--- src/rtl/reset_seq_pkg.sv ---
// Shared types and width helpers for the multi-domain reset sequencer.
package reset_seq_pkg;

  typedef enum logic [1:0] {
    ST_ASSERT  = 2'd0,
    ST_RELEASE = 2'd1,
    ST_RUN     = 2'd2
  } seq_state_e;

  function automatic int ctr_width(input int stretch, input int gap);
    return $clog2(((stretch > gap) ? stretch : gap) + 1);
  endfunction

  function automatic int idx_width(input int num_domains);
    return $clog2(num_domains + 1);
  endfunction

endpackage

--- src/rtl/reset_sequencer.sv ---
// Multi-domain reset sequencer: stretches power-on/soft resets, then releases
// domains in order with a programmable gap; records sticky reset causes.
module reset_sequencer
  import reset_seq_pkg::*;
#(
  parameter int NUM_DOMAINS    = 2,
  parameter int NUM_REQ        = 2,
  parameter int STRETCH_CYCLES = 16,
  parameter int GAP_CYCLES     = 4
) (
  input  logic                   CLK,
  input  logic                   RESET,
  input  logic [NUM_REQ-1:0]     REQ,
  input  logic [NUM_DOMAINS-1:0] HOLD,
  input  logic                   CAUSE_CLR,
  output logic [NUM_DOMAINS-1:0] RST_N,
  output logic                   BUSY,
  output logic                   DONE,
  output logic [NUM_REQ-1:0]     CAUSE,
  output logic                   CAUSE_POR
);

  localparam int CTR_W = ctr_width(STRETCH_CYCLES, GAP_CYCLES);
  localparam int IDX_W = idx_width(NUM_DOMAINS);

  localparam logic [CTR_W-1:0] STRETCH_LD = CTR_W'(STRETCH_CYCLES - 1);
  localparam logic [CTR_W-1:0] GAP_LD     = CTR_W'(GAP_CYCLES - 1);
  localparam logic [IDX_W-1:0] LAST_IDX   = IDX_W'(NUM_DOMAINS - 1);

  seq_state_e             state_q, state_d;
  logic [CTR_W-1:0]       ctr_q, ctr_d;
  logic [IDX_W-1:0]       idx_q, idx_d;
  logic [NUM_DOMAINS-1:0] rst_n_q, rst_n_d;
  logic                   done_q, done_d;
  logic [NUM_REQ-1:0]     cause_q, cause_d;
  logic                   cause_por_q, cause_por_d;

  logic any_req;
  logic hold_idx;
  logic rel_fire;

  assign any_req = |REQ;

  always_comb begin
    hold_idx = 1'b0;
    for (int k = 0; k < NUM_DOMAINS; k++) begin
      if (IDX_W'(k) == idx_q) hold_idx = HOLD[k];
    end
  end

  // Gap has expired and the domain being released is not held back.
  assign rel_fire = (state_q == ST_RELEASE) && (ctr_q == '0) && !hold_idx;

  always_ff @(posedge CLK or posedge RESET) begin
    if (RESET) begin
      state_q <= ST_ASSERT;
      ctr_q   <= STRETCH_LD;
      idx_q   <= '0;
    end else begin
      state_q <= state_d;
      ctr_q   <= ctr_d;
      idx_q   <= idx_d;
    end
  end

  always_comb begin
    state_d = state_q;
    ctr_d   = ctr_q;
    idx_d   = idx_q;
    if (any_req) begin
      state_d = ST_ASSERT;
      ctr_d   = STRETCH_LD;
      idx_d   = '0;
    end else begin
      case (state_q)
        ST_ASSERT: begin
          if (ctr_q == '0) begin
            idx_d   = IDX_W'(1);
            ctr_d   = GAP_LD;
            state_d = (NUM_DOMAINS == 1) ? ST_RUN : ST_RELEASE;
          end else begin
            ctr_d = ctr_q - CTR_W'(1);
          end
        end
        ST_RELEASE: begin
          if (ctr_q != '0) begin
            ctr_d = ctr_q - CTR_W'(1);
          end else if (rel_fire) begin
            idx_d = idx_q + IDX_W'(1);
            ctr_d = GAP_LD;
            if (idx_q == LAST_IDX) state_d = ST_RUN;
          end
        end
        default: ;
      endcase
    end
  end

  // Next values of the registered outputs; REQ overrides hold and release.
  always_comb begin
    rst_n_d     = rst_n_q;
    done_d      = 1'b0;
    cause_d     = (cause_q & ~{NUM_REQ{CAUSE_CLR}}) | REQ;
    cause_por_d = cause_por_q & ~CAUSE_CLR;
    if (any_req) begin
      rst_n_d = '0;
    end else begin
      case (state_q)
        ST_ASSERT: begin
          if (ctr_q == '0) begin
            rst_n_d[0] = 1'b1;
            done_d     = (NUM_DOMAINS == 1);
          end
        end
        ST_RELEASE: begin
          for (int k = 0; k < NUM_DOMAINS; k++) begin
            if (IDX_W'(k) < idx_q) rst_n_d[k] = ~HOLD[k];
            else if ((IDX_W'(k) == idx_q) && rel_fire) rst_n_d[k] = 1'b1;
          end
          done_d = rel_fire && (idx_q == LAST_IDX);
        end
        ST_RUN: rst_n_d = ~HOLD;
        default: ;
      endcase
    end
  end

  always_ff @(posedge CLK or posedge RESET) begin
    if (RESET) begin
      rst_n_q     <= '0;
      done_q      <= 1'b0;
      cause_q     <= '0;
      cause_por_q <= 1'b1;
    end else begin
      rst_n_q     <= rst_n_d;
      done_q      <= done_d;
      cause_q     <= cause_d;
      cause_por_q <= cause_por_d;
    end
  end

  assign RST_N     = rst_n_q;
  assign BUSY      = (state_q != ST_RUN);
  assign DONE      = done_q;
  assign CAUSE     = cause_q;
  assign CAUSE_POR = cause_por_q;

endmodule

--- config.mk ---
export PLATFORM = sky130hd
export DESIGN_NAME = reset_sequencer
export DESIGN_NICKNAME = d
export VERILOG_FILES = /design/src/rtl/reset_seq_pkg.sv /design/src/rtl/reset_sequencer.sv
export SDC_FILE = /design/constraint.sdc
export NUM_CORES = 1
export LEC_CHECK = 0
export BUFFER_PORTS_ARGS = -buffer_cell sky130_fd_sc_hd__buf_4
export CORE_MARGIN = 2
export CORE_UTILIZATION = 40
export CTS_BUF_LIST = sky130_fd_sc_hd__clkbuf_4
export CTS_CLUSTER_SIZE = 8
export DETAILED_ROUTE_END_ITERATION = 10
export GPL_ROUTABILITY_DRIVEN = 0
export GPL_TIMING_DRIVEN = 1
export PLACE_DENSITY = 0.67
export SYNTH_ARGS = -nofsm -noshare
export SYNTH_HDL_FRONTEND = slang
export SYNTH_SLANG_ARGS = --single-unit
--- constraint.sdc ---
create_clock -name CLK -period 1.92 [get_ports CLK]
set_input_delay 0.288 -clock CLK [delete_from_list [all_inputs] [get_ports CLK]]
set_output_delay 0.288 -clock CLK [all_outputs]
set_load 0.02 [all_outputs]
==> results of run 1 <==
[worst paths after layout]
kind | start | endpoint
max | ctr_q[0] | RST_N[1]
min | RESET | DONE
max reg2reg | ctr_q[0] | RST_N[1]
min reg2reg | CAUSE[1] | CAUSE[1]
max in group asynchronous | RESET | RST_N[1]
min in group CLK | CAUSE_CLR | CAUSE_POR
[worst max-delay path, delay by kind of cell, from the launching register on]
kind / cells / cell delay, ps
compound gates: 1 / 220
simple gates: 3 / 950
fa+ha+maj: 1 / 130
flops: 1 / 390
buf+inv: 1 / 60
[area by class of cell]
cell class	count	area, um^2
fill	187	920
multi-input combinational	58	463
sequential	15	382
timing repair buffer	18	135
inverter	11	41.3
tap	27	33.8
clock buffer	3	22.5
clock inverter	1	5.00
[routing by layer]
metal | GRT usage | routed length (um) | vias up
met1 | 0.195 | 827 | 343
met3 | 0.0357 | 50 | 4
met5 | 0 | 0 | -
li1 | - | - | 358
met2 | 0.261 | 876 | 7
met4 | 0.122 | 48 | 0
[power groups by stage]
stage | sequential, W | combinational, W | clock [W]
6_report | 0.000326 | 0.0000487 | 0.000181
5_1_grt | 0.000327 | 0.0000543 | 0.000204
4_1_cts | 0.000326 | 0.0000476 | 0.000193
3_5_place_dp | 0.000331 | 0.0000474 | 0
3_3_place_gp | 0.000331 | 0.0000467 | 0
2_1_floorplan | 0.000334 | 0.0000197 | 0
[state kept, by name (all words and copies together), names as in the netlist]
| register | flops |
|---|---|
| RST_N | 2 |
| ctr_q | 5 |
| idx_q | 2 |
| state_q | 2 |
| CAUSE | 2 |
| DONE | 1 |
| CAUSE_POR | 1 |
[cell usage after synthesis, types with 2 or more instances]
cell       n
or2_2      2
a21o_1     5
a21oi_1    2
inv_1     11
a211oi_1   3
ha_1       6
nand3_1    2
nor2b_1    2
nand2_1    5
o311ai_0   2
dfrtp_1   10
nor3_1     3
nor2_1     3
dfstp_2    5
o21ai_0    6
[per-stage QoR]
stage | hold slack [ps] | power (W)
after floorplan | 186 | 0.000354
after global placement | 385 | 0.000377
after detailed placement | 379 | 0.000379
after CTS | 53.4 | 0.000566
after global routing | 91.3 | 0.000585
final | 52.8 | 0.000555
[kinds of logic after synthesis]
logic type               after synthesis  synth area share
adder cells (fa/ha/maj)                6            0.0866
AO/OA/AOI/OAI                         26             0.214
multiplexers                           1            0.0115
AND/OR/NAND/NOR                       25             0.192
flip-flops                            15             0.440
buffers and inverters                 13            0.0563
[repair_timing]
action	CTS	global route
setup endpoints to repair	0	6
hold buffers	0	0
setup buffers	0	1
gates resized for setup	0	6
==> report_table.html, run 1 <==
<table>
<tr><th>Metric</th><th>Value</th></tr>
<tr><th colspan="2">Global routing</th></tr>
<tr><td>GR Util All Layers</td><td>0.165</td></tr>
<tr><td>Global-route wire length before repair</td><td>3040 um</td></tr>
<tr><td>Via count of the first global-routing pass</td><td>702</td></tr>
<tr><td>Maximum number of pins on one net before global-route repair</td><td>16</td></tr>
<tr><td>Initial antenna violation count</td><td>0</td></tr>
<tr><td>GRT Residual Overflow</td><td>0</td></tr>
<tr><th colspan="2">Critical path</th></tr>
<tr><td>Logic depth of the worst register-to-register path</td><td>6</td></tr>
<tr><td>Worst path slowest cell</td><td>or4b_4</td></tr>
<tr><td>Worst endpoint required time</td><td>2120 ps</td></tr>
<tr><td>Endpoint type of the worst setup path</td><td>flop</td></tr>
<tr><td>Critical Path Fanout Max</td><td>4</td></tr>
<tr><td>Crit Path Category</td><td>reg -&gt; reg</td></tr>
<tr><td>Crit path largest cell delay</td><td>490 ps</td></tr>
<tr><td>Worst reg-to-reg setup slack</td><td>70 ps</td></tr>
<tr><td>Data arrival at the endpoint of the critical path</td><td>2050 ps</td></tr>
<tr><td>Ordered cell list for the critical path</td><td>inv_2, ha_4, or4b_4, nor4b_4, nor3_1, a211oi_1</td></tr>
<tr><td>Kind of start point of the critical path</td><td>flop</td></tr>
<tr><th colspan="2">Timing</th></tr>
<tr><td>Final setup vio count</td><td>0</td></tr>
<tr><td>Final Critical Period</td><td>1850 ps</td></tr>
<tr><td>Part of the cycle the worst path needs</td><td>0.964</td></tr>
<tr><td>Transition time of the tightest slew-check pin</td><td>585 ps</td></tr>
<tr><td>Final worst slack</td><td>68.7 ps</td></tr>
<tr><td>Hold Fails Final Rpt</td><td>0</td></tr>
<tr><td>Maximum clock skew at final layout</td><td>4.01 ps</td></tr>
<tr><td>Max Clock Freq</td><td>0.540 GHz</td></tr>
<tr><td>Worst slew margin</td><td>0.609</td></tr>
<tr><td>Summed negative setup slack over all endpoints</td><td>0 ps</td></tr>
<tr><td>Max Transition Viols Final</td><td>0</td></tr>
<tr><th colspan="2">Place</th></tr>
<tr><td>Worst setup slack before clock tree synthesis</td><td>54.1 ps</td></tr>
<tr><td>Placed Cells incl. Taps</td><td>128</td></tr>
<tr><td>Number of port buffers</td><td>13</td></tr>
<tr><td>Detailed-placement wirelength estimate</td><td>1380 um</td></tr>
<tr><td>Post-detailed-placement cell area</td><td>0.00102 mm^2</td></tr>
<tr><th colspan="2">Logic synthesis</th></tr>
<tr><td>Netlist area before placement</td><td>867 um^2</td></tr>
<tr><td>Count of different cell masters after synthesis</td><td>34</td></tr>
<tr><td>Avg Synthesized Cell Area</td><td>10.1 um^2</td></tr>
<tr><td>Sequential area share after synthesis</td><td>0.440</td></tr>
<tr><td>Number of synthesized flops with an enable pin</td><td>0</td></tr>
<tr><td>Most used flip-flop cell after synthesis</td><td>dfrtp_1</td></tr>
<tr><td>Yosys synthesis warning count</td><td>0</td></tr>
<tr><td>Top area cells in the synthesized netlist</td><td>dfrtp_1 29%, dfstp_2 15%, ha_1 8.7%, inv_1 4.8%, a21o_1 4.3%</td></tr>
<tr><td>Share of flip-flops with an asynchronous set or reset after synthesis</td><td>1.00</td></tr>
<tr><td>Yosys top cell by area</td><td>dfrtp_1</td></tr>
<tr><td>Number of synthesized register bits</td><td>15</td></tr>
<tr><td>Cells after synthesis</td><td>86</td></tr>
<tr><td>Post-synth top area share</td><td>0.289</td></tr>
<tr><td>Synthesized net count</td><td>99</td></tr>
<tr><th colspan="2">CTS</th></tr>
<tr><td>Clock tree from TritonCTS</td><td>done</td></tr>
<tr><td>Clock latency at the later pin of the worst-skew pair</td><td>290 ps</td></tr>
<tr><td>Count of clock tree sinks</td><td>15</td></tr>
<tr><td>H-tree depth</td><td>1</td></tr>
<tr><td>Root Buffer Master</td><td>clkbuf_4</td></tr>
<tr><td>Clock slew at the register clock pins of the worst setup and hold paths</td><td>90 ps</td></tr>
<tr><td>Clock tree buffer depth</td><td>2</td></tr>
<tr><td>Number of CTS-inserted buffers</td><td>3</td></tr>
<tr><th colspan="2">Finish</th></tr>
<tr><td>Finished Core Util</td><td>0.541</td></tr>
<tr><td>Final #Nets</td><td>120</td></tr>
<tr><td>Area overhead of the layout relative to synthesis</td><td>24.8%</td></tr>
<tr><td>Most common cell after layout, fill and taps aside</td><td>buf_4</td></tr>
<tr><td>Final Non-Filler Cells</td><td>133</td></tr>
<tr><td>Number of antenna diodes</td><td>0</td></tr>
<tr><td>Post-route cell area</td><td>0.00108 mm^2</td></tr>
<tr><td>Most used cells in the layout excluding fill and tap cells</td><td>18 x buf_4, 10 x dfrtp_1, 9 x inv_1</td></tr>
<tr><td>Fraction of final layout cells with drive strength greater than 1</td><td>0.349</td></tr>
<tr><th colspan="2">Pwr</th></tr>
<tr><td>Peak supply drop</td><td>292 uV</td></tr>
<tr><td>Proportion of power drawn by combinational gates</td><td>0.088</td></tr>
<tr><td>P_sw</td><td>0.000134 W</td></tr>
<tr><td>Internal power contribution</td><td>0.000421 W</td></tr>
<tr><td>Fraction of power spent switching nets</td><td>0.241</td></tr>
<tr><td>Leak</td><td>0.469 nW</td></tr>
<tr><td>Power density cells</td><td>513 mW/mm^2</td></tr>
<tr><td>Clock share of power</td><td>0.325</td></tr>
<tr><td>Fraction of power consumed by sequential logic</td><td>0.587</td></tr>
<tr><th colspan="2">Drt</th></tr>
<tr><td>Remaining number of nets flagged by the antenna check after routing</td><td>0</td></tr>
<tr><td>Routed via count</td><td>712</td></tr>
<tr><td>Remaining DRCs</td><td>0</td></tr>
<tr><td>Total detailed-routing wirelength</td><td>1800 um</td></tr>
<tr><td>First-iteration detailed-routing DRC count</td><td>5</td></tr>
<tr><td>Drt via density</td><td>5.35</td></tr>
<tr><td>Mean routed wirelength per cell</td><td>13.6 um</td></tr>
<tr><td>Number of search-and-repair iterations in the first detailed-routing pass</td><td>4</td></tr>
<tr><th colspan="2">Floorplan</th></tr>
<tr><td>Floorplan row count</td><td>16</td></tr>
<tr><td>Area of the core</td><td>0.00200 mm^2</td></tr>
<tr><td>Number of top-level pins</td><td>14</td></tr>
<tr><td>Overall die area</td><td>0.00256 mm^2</td></tr>
<tr><td>Chip height</td><td>50.6 um</td></tr>
<tr><td>Effective utilization at floorplan</td><td>0.433</td></tr>
<tr><td>Die boundary width</td><td>50.6 um</td></tr>
<tr><th colspan="2">Run status</th></tr>
<tr><td>Outcome</td><td>complete, no violations</td></tr>
<tr><th colspan="2">Min path</th></tr>
<tr><td>Path class of the lowest-slack min-delay path</td><td>in -&gt; async</td></tr>
<tr><th colspan="2">Flow run</th></tr>
<tr><td>Number of max-cap violations</td><td>0</td></tr>
</table>
Note: power is estimated with default switching activity, not from simulation.
==> inputs of run 2 (changes only) <==
--- a/config.mk
+++ b/config.mk
@@ -14,6 +14,7 @@
 export GPL_ROUTABILITY_DRIVEN = 0
 export GPL_TIMING_DRIVEN = 1
 export PLACE_DENSITY = 0.67
+export RECOVER_POWER = 50
 export SYNTH_ARGS = -nofsm -noshare
 export SYNTH_HDL_FRONTEND = slang
 export SYNTH_SLANG_ARGS = --single-unit
==> report_table.html, run 2 (synthesis results as in run 1) <==
<table>
<tr><th>Metric</th><th>Value</th></tr>
<tr><th colspan="2">Critical path</th></tr>
<tr><td>Ordered cell list for the critical path</td><td>inv_2, ha_4, or4b_4, nor4b_4, nor3_1, a211oi_1</td></tr>
<tr><td>Worst endpoint required time</td><td>2120 ps</td></tr>
<tr><td>Crit path largest cell delay</td><td>490 ps</td></tr>
<tr><td>Top delay family on crit path</td><td>simple AND/OR/NAND/NOR gates</td></tr>
<tr><td>Endpoint type of the worst setup path</td><td>flop</td></tr>
<tr><td>Worst Setup SP</td><td>ctr_q[0]</td></tr>
<tr><td>Crit Path Category</td><td>reg -&gt; reg</td></tr>
<tr><td>Buffers &amp; Inverters on Critical Path</td><td>1</td></tr>
<tr><td>Critical Path Fanout Max</td><td>4</td></tr>
<tr><td>Worst path slowest cell</td><td>or4b_4</td></tr>
<tr><td>Logic depth of the worst register-to-register path</td><td>6</td></tr>
<tr><td>Terminus of the critical flop-to-flop path</td><td>RST_N[1]</td></tr>
<tr><td>Reg-to-Reg Start</td><td>ctr_q[0]</td></tr>
<tr><td>Worst reg-to-reg setup slack</td><td>70 ps</td></tr>
<tr><td>Data arrival at the endpoint of the critical path</td><td>2040 ps</td></tr>
<tr><td>Kind of start point of the critical path</td><td>flop</td></tr>
<tr><th colspan="2">Pwr</th></tr>
<tr><td>Clock share of power</td><td>0.325</td></tr>
<tr><td>Fraction of power spent switching nets</td><td>0.241</td></tr>
<tr><td>P_sw</td><td>0.000134 W</td></tr>
<tr><td>Power density cells</td><td>513 mW/mm^2</td></tr>
<tr><td>Proportion of power drawn by combinational gates</td><td>0.088</td></tr>
<tr><td>Internal power contribution</td><td>0.000421 W</td></tr>
<tr><td>Leak</td><td>0.469 nW</td></tr>
<tr><td>Peak supply drop</td><td>292 uV</td></tr>
<tr><td>Fraction of power consumed by sequential logic</td><td>0.587</td></tr>
<tr><th colspan="2">Timing</th></tr>
<tr><td>Hold Fails Final Rpt</td><td>0</td></tr>
<tr><td>Max Transition Viols Final</td><td>0</td></tr>
<tr><td>Part of the cycle the worst path needs</td><td>0.962</td></tr>
<tr><td>Maximum clock skew at final layout</td><td>3.95 ps</td></tr>
<tr><td>Final setup vio count</td><td>0</td></tr>
<tr><td>Transition time of the tightest slew-check pin</td><td>586 ps</td></tr>
<tr><td>Worst slew margin</td><td>0.609</td></tr>
<tr><td>Final worst slack</td><td>72.9 ps</td></tr>
<tr><td>Max Clock Freq</td><td>0.541 GHz</td></tr>
<tr><td>Final Critical Period</td><td>1850 ps</td></tr>
<tr><th colspan="2">Global routing</th></tr>
<tr><td>GR Util All Layers</td><td>0.165</td></tr>
<tr><td>Via count of the first global-routing pass</td><td>702</td></tr>
<tr><td>GRT Residual Overflow</td><td>0</td></tr>
<tr><td>Global-route wire length before repair</td><td>3040 um</td></tr>
<tr><td>Maximum number of pins on one net before global-route repair</td><td>16</td></tr>
<tr><td>Initial antenna violation count</td><td>0</td></tr>
<tr><th colspan="2">Drt</th></tr>
<tr><td>Remaining number of nets flagged by the antenna check after routing</td><td>0</td></tr>
<tr><td>Drt via density</td><td>5.34</td></tr>
<tr><td>Topmost layer with routed signal wires</td><td>met4</td></tr>
<tr><td>First-iteration detailed-routing DRC count</td><td>5</td></tr>
<tr><td>Length of routed met3 wiring</td><td>50 um</td></tr>
<tr><td>Number of search-and-repair iterations in the first detailed-routing pass</td><td>4</td></tr>
<tr><td>Remaining DRCs</td><td>0</td></tr>
<tr><td>Mean routed wirelength per cell</td><td>13.6 um</td></tr>
<tr><td>Routed via count</td><td>710</td></tr>
<tr><td>Routed length on met2</td><td>878 um</td></tr>
<tr><td>M1 wire length</td><td>828 um</td></tr>
<tr><td>Total detailed-routing wirelength</td><td>1810 um</td></tr>
<tr><th colspan="2">Place</th></tr>
<tr><td>Detailed-placement wirelength estimate</td><td>1380 um</td></tr>
<tr><td>Worst setup slack before clock tree synthesis</td><td>54.1 ps</td></tr>
<tr><td>Number of port buffers</td><td>13</td></tr>
<tr><th colspan="2">CTS</th></tr>
<tr><td>Count of clock tree sinks</td><td>15</td></tr>
<tr><td>H-tree depth</td><td>1</td></tr>
<tr><td>Hold-fix buffer count after cts</td><td>0</td></tr>
<tr><td>Clock tree buffer depth</td><td>2</td></tr>
<tr><td>Number of CTS-inserted buffers</td><td>3</td></tr>
<tr><td>Clock slew at the register clock pins of the worst setup and hold paths</td><td>90 ps</td></tr>
<tr><td>Clock latency at the later pin of the worst-skew pair</td><td>290 ps</td></tr>
<tr><td>Root Buffer Master</td><td>clkbuf_4</td></tr>
<tr><td>Clock tree from TritonCTS</td><td>done</td></tr>
<tr><th colspan="2">Finish</th></tr>
<tr><td>Max reg flops</td><td>5</td></tr>
<tr><td>Final #Nets</td><td>120</td></tr>
<tr><td>Number of antenna diodes</td><td>0</td></tr>
<tr><td>Finished Core Util</td><td>0.541</td></tr>
<tr><td>Area overhead of the layout relative to synthesis</td><td>24.8%</td></tr>
<tr><td>Most used cells in the layout excluding fill and tap cells</td><td>17 x buf_4, 10 x dfrtp_1, 9 x inv_1</td></tr>
<tr><td>Fraction of final layout cells with drive strength greater than 1</td><td>0.340</td></tr>
<tr><td>Most common cell after layout, fill and taps aside</td><td>buf_4</td></tr>
<tr><td>Largest reg by FF count</td><td>ctr_q</td></tr>
<tr><th colspan="2">Floorplan</th></tr>
<tr><td>Overall die area</td><td>0.00256 mm^2</td></tr>
<tr><td>Chip height</td><td>50.6 um</td></tr>
<tr><td>Area of the core</td><td>0.00200 mm^2</td></tr>
<tr><td>Effective utilization at floorplan</td><td>0.433</td></tr>
<tr><td>Floorplan row count</td><td>16</td></tr>
<tr><td>Die boundary width</td><td>50.6 um</td></tr>
<tr><td>Number of top-level pins</td><td>14</td></tr>
<tr><th colspan="2">Run status</th></tr>
<tr><td>Outcome</td><td>complete, no violations</td></tr>
<tr><th colspan="2">Flow run</th></tr>
<tr><td>Number of max-cap violations</td><td>0</td></tr>
<tr><th colspan="2">Min path</th></tr>
<tr><td>Path class of the lowest-slack min-delay path</td><td>in -&gt; async</td></tr>
</table>
## run 2: changes by cell type in the layout (fill, tap and decap cells not counted), sizes merged
cell	previous run	this run
buf	18	17
clkbuf	3	4
## run 2: power groups by stage
stage	Sequential [W]	Combinational (W)	Clock, W
after floorplan	0.000334	0.0000197	0
after global placement	0.000331	0.0000467	0
after detailed placement	0.000331	0.0000474	0
after CTS	0.000326	0.0000476	0.000193
after global routing	0.000327	0.0000543	0.000204
final	0.000326	0.0000486	0.000180
## run 2: cell type report
type | instances | area [um^2]
clock buffer | 3 | 22.5
clock inverter | 1 | 5.00
fill | 187 | 920
inverter | 11 | 41.3
multi-input combinational | 58 | 463
sequential | 15 | 382
tap | 27 | 33.8
timing repair buffer | 18 | 135
## run 2: per-layer routing
| layer | vias to the layer above | global-route usage |
|---|---|---|
| met4 | 0 | 0.122 |
| met1 | 341 | 0.195 |
| met2 | 7 | 0.261 |
| li1 | 358 | - |
| met5 | - | 0 |
| met3 | 4 | 0.0357 |
## run 2: worst max-delay path by stage
| stage | to | depth (start not counted) | slack (ps) |
|---|---|---|---|
| 2_1_floorplan | ctr_q[3] | 6 | 200 |
| 3_3_place_gp | state_q[1] | 6 | 80 |
| 3_5_place_dp | state_q[1] | 6 | 50 |
| 4_1_cts | state_q[1] | 6 | 30 |
| 5_1_grt | state_q[1] | 6 | -1 |
| 6_report | RST_N[1] | 6 | 70 |
## run 2: timing repair
item	4_1_cts	5_1_grt
gates resized for setup	0	6
setup endpoints to repair	0	6
endpoints found under the hold margin	0	0
buffers inserted	0	1
## run 2: per-stage QoR
| stage | std cells | setup TNS [ps] | instance area, um^2 | total power (W) | hold WS (ps) |
|---|---|---|---|---|---|
| after floorplan | 86 | 0 | 867 | 0.000354 | 186 |
| after global placement | 128 | 0 | 1020 | 0.000377 | 385 |
| after detailed placement | 128 | 0 | 1020 | 0.000379 | 379 |
| after CTS | 132 | 0 | 1050 | 0.000566 | 53.4 |
| after global routing | 133 | -1.19 | 1080 | 0.000585 | 94.8 |
| final | 133 | 0 | 1080 | 0.000555 | 54.3 |
